File: src/rtl/dec_job_scheduler.sv
// Job queue and sequencer for the Snappy decompression core: queues descriptors, launches one job at a time, returns tagged completions.
// Optional run-time counter is built when DEC_SCHED_PERF_EN is defined; otherwise cmp_cycles is tied to 0.
module dec_job_scheduler #(
  parameter int ADDR_WIDTH  = 64,
  parameter int QUEUE_DEPTH = 4,
  parameter int ID_WIDTH    = 8
) (
  input  logic                           clk,
  input  logic                           rst_n,
  input  logic                           job_valid,
  output logic                           job_ready,
  input  logic [ADDR_WIDTH-1:0]          job_src_addr,
  input  logic [ADDR_WIDTH-1:0]          job_des_addr,
  input  logic [31:0]                    job_comp_len,
  input  logic [31:0]                    job_decomp_len,
  input  logic [ID_WIDTH-1:0]            job_id,
  output logic                           core_start,
  output logic [ADDR_WIDTH-1:0]          core_src_addr,
  output logic [ADDR_WIDTH-1:0]          core_des_addr,
  output logic [31:0]                    core_comp_len,
  output logic [31:0]                    core_decomp_len,
  input  logic                           core_ready,
  input  logic                           core_done,
  output logic                           cmp_valid,
  input  logic                           cmp_ready,
  output logic [ID_WIDTH-1:0]            cmp_id,
  output logic [1:0]                     cmp_status,
  output logic [31:0]                    cmp_cycles,
  output logic                           busy,
  output logic [$clog2(QUEUE_DEPTH):0]   queue_count
);

  localparam int PW = $clog2(QUEUE_DEPTH);
  localparam int CW = PW + 1;

  typedef enum logic [2:0] {S_IDLE, S_LAUNCH, S_ARM, S_RUN, S_REPORT} state_e;

  state_e                state_q;
  logic [PW-1:0]         wr_ptr_q, wr_ptr_d, rd_ptr_q, rd_ptr_d;
  logic [CW-1:0]         count_q, count_d;
  logic                  push, pop, head_zero;

  logic [ADDR_WIDTH-1:0] src_mem    [QUEUE_DEPTH];
  logic [ADDR_WIDTH-1:0] des_mem    [QUEUE_DEPTH];
  logic [31:0]           comp_mem   [QUEUE_DEPTH];
  logic [31:0]           decomp_mem [QUEUE_DEPTH];
  logic [ID_WIDTH-1:0]   id_mem     [QUEUE_DEPTH];

  logic                  core_start_q;
  logic [ADDR_WIDTH-1:0] core_src_q, core_des_q;
  logic [31:0]           core_comp_q, core_decomp_q;
  logic [ID_WIDTH-1:0]   run_id_q;
  logic                  cmp_valid_q;
  logic [ID_WIDTH-1:0]   cmp_id_q;
  logic [1:0]            cmp_status_q;

  always_comb begin
    job_ready = count_q < CW'(QUEUE_DEPTH);
    push      = job_valid && job_ready;
    head_zero = (comp_mem[rd_ptr_q] == 32'd0) || (decomp_mem[rd_ptr_q] == 32'd0);
    pop       = (state_q == S_IDLE) && (count_q != '0) && (head_zero || core_ready);
    wr_ptr_d  = push ? wr_ptr_q + 1'b1 : wr_ptr_q;
    rd_ptr_d  = pop  ? rd_ptr_q + 1'b1 : rd_ptr_q;
    count_d   = count_q;
    if (push && !pop)      count_d = count_q + 1'b1;
    else if (pop && !push) count_d = count_q - 1'b1;
  end

  always_ff @(posedge clk) begin
    if (push) begin
      src_mem[wr_ptr_q]    <= job_src_addr;
      des_mem[wr_ptr_q]    <= job_des_addr;
      comp_mem[wr_ptr_q]   <= job_comp_len;
      decomp_mem[wr_ptr_q] <= job_decomp_len;
      id_mem[wr_ptr_q]     <= job_id;
    end
  end

  always_ff @(posedge clk or negedge rst_n) begin
    if (!rst_n) begin
      wr_ptr_q <= '0;
      rd_ptr_q <= '0;
      count_q  <= '0;
    end else begin
      wr_ptr_q <= wr_ptr_d;
      rd_ptr_q <= rd_ptr_d;
      count_q  <= count_d;
    end
  end

`ifdef DEC_SCHED_PERF_EN
  logic [31:0] run_cnt_q, run_cnt_d;
  logic [31:0] cmp_cycles_q;

  // Zero on the launch edge so the LAUNCH cycle reads 0; saturates at all-ones.
  always_comb begin
    run_cnt_d = run_cnt_q;
    if (pop && !head_zero)
      run_cnt_d = '0;
    else if ((state_q == S_LAUNCH || state_q == S_ARM || state_q == S_RUN) && run_cnt_q != '1)
      run_cnt_d = run_cnt_q + 32'd1;
  end

  always_ff @(posedge clk or negedge rst_n) begin
    if (!rst_n) begin
      run_cnt_q    <= '0;
      cmp_cycles_q <= '0;
    end else begin
      run_cnt_q <= run_cnt_d;
      if (pop && head_zero)
        cmp_cycles_q <= '0;
      else if (state_q == S_RUN && core_done)
        cmp_cycles_q <= run_cnt_q;
    end
  end

  assign cmp_cycles = cmp_cycles_q;
`else
  assign cmp_cycles = '0;
`endif

  always_ff @(posedge clk or negedge rst_n) begin
    if (!rst_n) begin
      state_q       <= S_IDLE;
      core_start_q  <= 1'b0;
      core_src_q    <= '0;
      core_des_q    <= '0;
      core_comp_q   <= '0;
      core_decomp_q <= '0;
      run_id_q      <= '0;
      cmp_valid_q   <= 1'b0;
      cmp_id_q      <= '0;
      cmp_status_q  <= '0;
    end else begin
      core_start_q <= 1'b0;
      unique case (state_q)
        S_IDLE: begin
          if (pop && head_zero) begin
            cmp_valid_q  <= 1'b1;
            cmp_id_q     <= id_mem[rd_ptr_q];
            cmp_status_q <= 2'd1;
            state_q      <= S_REPORT;
          end else if (pop) begin
            core_src_q    <= src_mem[rd_ptr_q];
            core_des_q    <= des_mem[rd_ptr_q];
            core_comp_q   <= comp_mem[rd_ptr_q];
            core_decomp_q <= decomp_mem[rd_ptr_q];
            run_id_q      <= id_mem[rd_ptr_q];
            core_start_q  <= 1'b1;
            state_q       <= S_LAUNCH;
          end
        end
        S_LAUNCH: state_q <= S_ARM;
        // A done level still high from the previous job must drop before this job can finish.
        S_ARM: if (!core_done) state_q <= S_RUN;
        S_RUN: begin
          if (core_done) begin
            cmp_valid_q  <= 1'b1;
            cmp_id_q     <= run_id_q;
            cmp_status_q <= 2'd0;
            state_q      <= S_REPORT;
          end
        end
        S_REPORT: begin
          if (cmp_ready) begin
            cmp_valid_q <= 1'b0;
            state_q     <= S_IDLE;
          end
        end
        default: state_q <= S_IDLE;
      endcase
    end
  end

  assign core_start      = core_start_q;
  assign core_src_addr   = core_src_q;
  assign core_des_addr   = core_des_q;
  assign core_comp_len   = core_comp_q;
  assign core_decomp_len = core_decomp_q;
  assign cmp_valid       = cmp_valid_q;
  assign cmp_id          = cmp_id_q;
  assign cmp_status      = cmp_status_q;
  assign busy            = (state_q != S_IDLE) || (count_q != '0);
  assign queue_count     = count_q;

endmodule

File: config.mk
export PLATFORM = sky130hd
export DESIGN_NAME = dec_job_scheduler
export DESIGN_NICKNAME = d
export VERILOG_FILES = /design/src/rtl/dec_job_scheduler.sv
export SDC_FILE = /design/constraint.sdc
export NUM_CORES = 1
export LEC_CHECK = 0
export ABC_CLOCK_PERIOD_IN_PS = 17200
export CAP_MARGIN = 20
export CORE_MARGIN = 5
export CORE_UTILIZATION = 35
export CTS_CLUSTER_SIZE = 25
export DETAILED_ROUTE_END_ITERATION = 10
export GPL_TIMING_DRIVEN = 1
export SYNTH_ARGS = -nofsm -noshare
export SYNTH_HDL_FRONTEND = slang
export SYNTH_SLANG_ARGS = --single-unit
File: constraint.sdc
create_clock -name clk -period 17.2 [get_ports clk]
set_clock_uncertainty 0.15 [all_clocks]
set_input_delay 2.58 -clock clk [delete_from_list [all_inputs] [get_ports clk]]
set_output_delay 2.58 -clock clk [all_outputs]
set_load 0.01 [all_outputs]
# After elaboration in Yosys (flattened, before gate mapping)

Memory sizes are Yosys's and may differ from the RTL's. A register that Yosys moved wholly into a read port is not among the register bits.
Index checks and enable logic that the tools add are counted.

Add/sub/neg operators: 4
Magnitude comparators: 1
Eq/ne operators: 9
Multiplexer cells: 23
Bitwise gates (word level): 1
Reductions and logical operators: 25

Operators by type and width:

| operator            | count |
|---|---|
| $logic_not 32->1    | 2 |
| $mux 3              | 7 |
| $mux 8              | 2 |
| $pmux 8 s2          | 1 |
| $pmux 3 s5          | 1 |
| $reduce_bool 3->1   | 3 |
| $mux 1              | 8 |
| $reduce_and 4->1    | 2 |
| $eq 3x2->1 const B  | 2 |
| $logic_and 1x1->1   | 6 |
| $ne 2x2->1 const B  | 3 |
| $reduce_and 3->1    | 2 |
| $add 2x1->2 const B | 2 |
| $logic_not 1->1     | 4 |
| $mux 2              | 2 |
| $pmux 2 s2          | 1 |
| $reduce_bool 2->1   | 2 |
| $add 3x1->3 const B | 1 |
| $eq 3x1->1 const B  | 1 |
| $eq 3x3->1 const B  | 1 |
| $logic_not 3->1     | 1 |
| $logic_or 1x1->1    | 3 |
| $lt 3x3->1 const B  | 1 |
| $ne 3x2->1 const B  | 1 |
| other kinds (4)     | 4 |

Flip-flop bits (word level): 94
Bits in writable memories: 800
Bits of input ports: 206
Memories: 5

Memory list:

| name       | words | width | rd ports | clocked after Yosys merged registers in | write ports | RTL line | RTL |
|---|---|---|---|---|---|---|---|
| des_mem    | 4     | 64    | 1        | 1                                       | 1           | 44       | `logic [ADDR_WIDTH-1:0] des_mem [QUEUE_DEPTH];` |
| src_mem    | 4     | 64    | 1        | 1                                       | 1           | 43       | `logic [ADDR_WIDTH-1:0] src_mem [QUEUE_DEPTH];` |
| comp_mem   | 4     | 32    | 1        | 0                                       | 1           | 45       | `logic [31:0] comp_mem [QUEUE_DEPTH];` |
| decomp_mem | 4     | 32    | 1        | 0                                       | 1           | 46       | `logic [31:0] decomp_mem [QUEUE_DEPTH];` |
| id_mem     | 4     | 8     | 1        | 0                                       | 1           | 47       | `logic [ID_WIDTH-1:0] id_mem [QUEUE_DEPTH];` |

# Logic depth before layout (Yosys ltp)

An unclocked memory read counts as a cell.

Depth in word-level cells: 8
Mapped depth: 14
Depth with buffers taken out: 11

# Least setup slack after synthesis

Ideal clock, no wire load.

Kind: input -> register
Start point: input job_valid
End point: memory comp_mem[0][0], enable pin
Library setup time: 585 ps
Data arrival time: 7516 ps
Data required time: 16465 ps
Setup slack: 8949 ps
Stages: 3
Cell sequence: nor2b_1 > clkbuf_1 > and2_1

Cells in the longest elaborated chain, start to end: 3

Ends and longest elaborated chain:

| element                      | RTL line | RTL |
|---|---|---|
| start: declaration           | 10       | `input logic job_valid,` |
| $logic_and 1x1->1            | 59       | `push = job_valid && job_ready;` |
| named net push               | 41       | `logic push, pop, head_zero;` |
| $mux 1                       | 70       | `if (push) begin` |
| $mux 1 (not written as such) | 73       | `comp_mem[wr_ptr_q] <= job_comp_len;` |
| end: declaration             | 45       |  |

The timed path passes the listed nets, and every way through them passes these cells.

# Final worst setup path

Start point: register rd_ptr_q[1]
End point: register core_src_q[39] (netlist: core_src_addr[39]) (read register of src_mem)

Cells in the longest elaborated chain, start to end: 8
Elaborated cells on any way between the ends: 10
Those cells by class: bitwise: 1; reduce/logical: 7; memory: 2

Ends and longest elaborated chain:

| element                           | RTL line | RTL |
|---|---|---|
| start: declaration                | 39       | `logic [PW-1:0] wr_ptr_q, wr_ptr_d, rd_ptr_q, rd_ptr_d;` |
| start signal: assignment          | 86       | `rd_ptr_q <= rd_ptr_d;` |
| $mem_v2 4x32 (on tied branches)   | -        |  |
| $logic_not 32->1                  | 60       | `head_zero = (comp_mem[rd_ptr_q] == 32'd0) \|\| (decomp_mem[rd_ptr_q] == 32'd0);` |
| $logic_or 1x1->1                  | 60       |  |
| $logic_or 1x1->1                  | 61       | `pop = (state_q == S_IDLE) && (count_q != '0) && (head_zero \|\| core_ready);` |
| $logic_and 1x1->1                 | 61       |  |
| $logic_and 1x1->1                 | 138      | `if (pop && head_zero) begin` |
| $not 1->1 (no source line)        | -        |  |
| $reduce_and 3->1 (no source line) | -        |  |
| end: declaration                  | 50       | `logic [ADDR_WIDTH-1:0] core_src_q, core_des_q;` |

Parallel ways exist; a longest one is shown, timed or not.
A chain may end at the register's enable or synchronous reset.

==> flow_metrics.py <==
metrics = {
    "final_layout": {
        "drive_gt1_share_pct": 28.6,
        "syn_to_final_growth_pct": 24.5,
        "design_area_um2": 47800,
        "nets": 2311,
    },
    "synth": {
        "syn_area_um2": 38400,
        "synth.area.top_cells": "edfxtp_1 (63%), dfrtp_1 (14%), mux4_2 (12%)",
        "synthTopCellsByCount": "edfxtp_1 (800), dfrtp_1 (221), mux4_2 (200)",
        "synthArstFlopShare_pct": 21.6,
        "synth_top_flop_cell": "edfxtp_1",
        "yosysMostFrequentCell": "edfxtp_1",
        "synth_seq_area_share_pct": 77.0,
        "synth_edf_count": 800,
        "synth_area_leader_cell": "edfxtp_1",
        "synth_top_cell_area_share_pct": 62.6,
        "synthCells": 1621,
        "ys_types": 35,
        "syn_avg_cell_area_um2": 23.7,
        "synth-seq-cells": 1021,
        "yosys_warnings": 0,
    },
    "drt": {
        "drcViolationCount": 0,
        "dr.pass1.iters": 5,
        "vias": 17300,
        "via_per_inst": 4.77,
        "wl_per_cell_um": 23.5,
        "ant_nets": 0,
        "wirelength_um": 85200,
        "drt_iter0_markers": 1030,
    },
    "floorplanning": {
        "ios": 447,
        "dieArea_um2": 116000,
        "die_x_um": 341,
        "die_height_um": 341,
        "coreArea_um2": 109000,
        "rows": 121,
        "start_util_pct": 35.3,
    },
    "setup_path": {
        "worst-path-max-fanout": 67,
        "cp.required_ns": 17.58,
        "critical-path-top-delay-family": "buffers and inverters",
        "crit_slowest_cell": "buf_4",
        "r2r_start": "rd_ptr_q[1]",
        "cp-startpoint": "rd_ptr_q[1]",
        "start_kind": "register",
        "critPathArrivalTime_ns": 7.37,
        "worstSetupPathType": "reg -> reg",
        "crit_chain": "buf_4, buf_4, mux4_2, nor4_1, nand4_1, o22ai_2, nor2_4, buf_4, buf_4, buf_4, mux2_4",
        "path_common_cell": "buf_4",
        "critPathBufInv": 5,
        "end_kind": "register",
        "cpPeakStageDelay_ns": 0.87,
    },
    "power": {
        "power_density_nw_per_um2": 176,
        "p_leak_nw": 16.5,
        "swShare_pct": 27.2,
        "ir_drop_mv": 0.124,
        "internal_power_w": 0.00612,
        "power.share.clock_pct": 28.8,
        "seqPwrFrac_pct": 42.0,
        "p_switching_w": 0.00229,
        "combPwrFrac_pct": 29.1,
    },
    "sta": {
        "fin_crit_sh_pct": 40.6,
        "rsz0062_at_grt": "false",
        "max_freq_mhz": 143,
        "tightestPinTransition_ns": 1.11,
        "tns_ns": 0,
        "setup_violations": 0,
        "final_hold_viol_count": 0,
        "min_period_ns": 6.99,
        "relSlewSlack_pct": 25.8,
        "slew_violations": 0,
    },
    "global_routing": {
        "grt_pass1_vias": 18700,
        "gr-usage-all-layers_pct": 14.4,
        "grt_max_degree": 81,
        "overflow": 0,
        "grt_antenna_before_repair": 21,
        "grt_pass1_wl_um": 126000,
    },
    "clocking": {
        "clock_latency_ns": 0.66,
        "cts_tree": "built",
        "cts_buffers": 106,
        "cts_max_level": 3,
        "path_clk_slew_ns": 0.06,
        "cts-root-buf": "clkbuf_16",
        "post_cts_resize_count": 0,
        "post_cts_buffers": 0,
        "clockBufferDepth": 3,
        "postCtsHoldBufs": 0,
        "cts.sinks": 1021,
    },
    "placed_design": {
        "portBuffers": 413,
        "place_area_um2": 44000,
        "hpwlAfterDp_um": 52800,
        "gp_congestion": 0.728,
    },
    "min_path": {
        "hp-class": "reg -> reg",
        "hold_start": "run_id_q[4]",
    },
    "outcome": {
        "status": "complete, no violations",
    },
    "job": {
        "cap_viol_max_count": 0,
    },
}
final timing paths:
check                                      end  slack [ns]  cells past startpoint
setup / recovery             core_src_addr[39]       10.21                     11
hold / removal                     run_id_q[4]        0.36                      1
setup reg to reg             core_src_addr[39]       10.21                     11
hold reg to reg                    run_id_q[4]        0.36                      1
max in group asynchronous    core_des_addr[11]       13.14                      3
min in group asynchronous  core_decomp_len[21]        1.77                      1
placed cells by master, fill, tap and decap left out, types with 8 or more instances in the layout:
master           count
buf_4               27
bufinv_16           17
clkbuf_1            17
clkbuf_16          111
clkbuf_8            10
clkdlybuf4s50_1    412
clkinv_1            11
clkinv_2            19
conb_1              33
dfrtp_1            219
diode_2             14
edfxtp_1           800
mux2_2              12
mux2_4             189
mux4_2             200
nand2_1             11
nor4_1              17
o221a_2              8
or2_2                8
logic make-up after synthesis:
logic type	synth area share (%)
flip-flops	77.0
other	0.00977
XOR/XNOR	0.137
buffers and inverters	1.86
multiplexers	19.5
AND/OR/NAND/NOR	0.844
AO/OA/AOI/OAI	0.466
adder cells (fa/ha/maj)	0.215
through the flow:
stage                     util [%]  setup slack [ns]  total power (W)  instances  hold WS [ns]
final                         43.9             10.21          0.00841       3620         0.357
after global routing          43.9              9.84          0.00882       3609         0.373
after CTS                     43.9             10.07          0.00857       3606         0.357
after detailed placement      40.4             10.09          0.00610       3405         0.337
after global placement        40.4             10.15          0.00605       3404         0.337
after floorplan                  -              8.95          0.00508       1653         0.324
routing by layer:
layer | share of wire [%] | vias to the layer above | wire, µm | track usage, %
met4 | 1.5 | 10 | 1320 | 3.68
met2 | 49 | 483 | 41600 | 23.6
li1 | - | 7562 | - | -
met5 | 0.066 | - | 56 | 0
met1 | 42 | 9106 | 35800 | 19.1
met3 | 7.5 | 106 | 6420 | 4.22
power groups by stage:
stage	Clock, W	Sequential, W	Combinational (W)
5_1_grt	0.00261	0.00359	0.00262
3_3_place_gp	0	0.00357	0.00248
4_1_cts	0.00250	0.00355	0.00252
2_1_floorplan	0	0.00361	0.00148
6_report	0.00242	0.00353	0.00245
3_5_place_dp	0	0.00359	0.00251
flip-flops by register name (all words and copies together) (netlist names), 3 cells and up:
signal	flops
des_mem	256
comp_mem	128
state_q	3
core_src_addr	64
core_decomp_len	32
id_mem	32
decomp_mem	128
src_mem	256
core_comp_len	32
run_id_q	8
queue_count	3
core_des_addr	64
cmp_id	8
final cells by class:
type,count,area (µm²)
Multi-Input combinational cell,525,8260
Sequential cell,1021,29600
Tap cell,1414,1770
Clock buffer,138,2980
Inverter,4,15.0
Fill cell,9161,61100
Timing Repair Buffer,441,4370
Antenna cell,14,35.0
Clock inverter,63,810
Power figures use the tool's default switching activity.
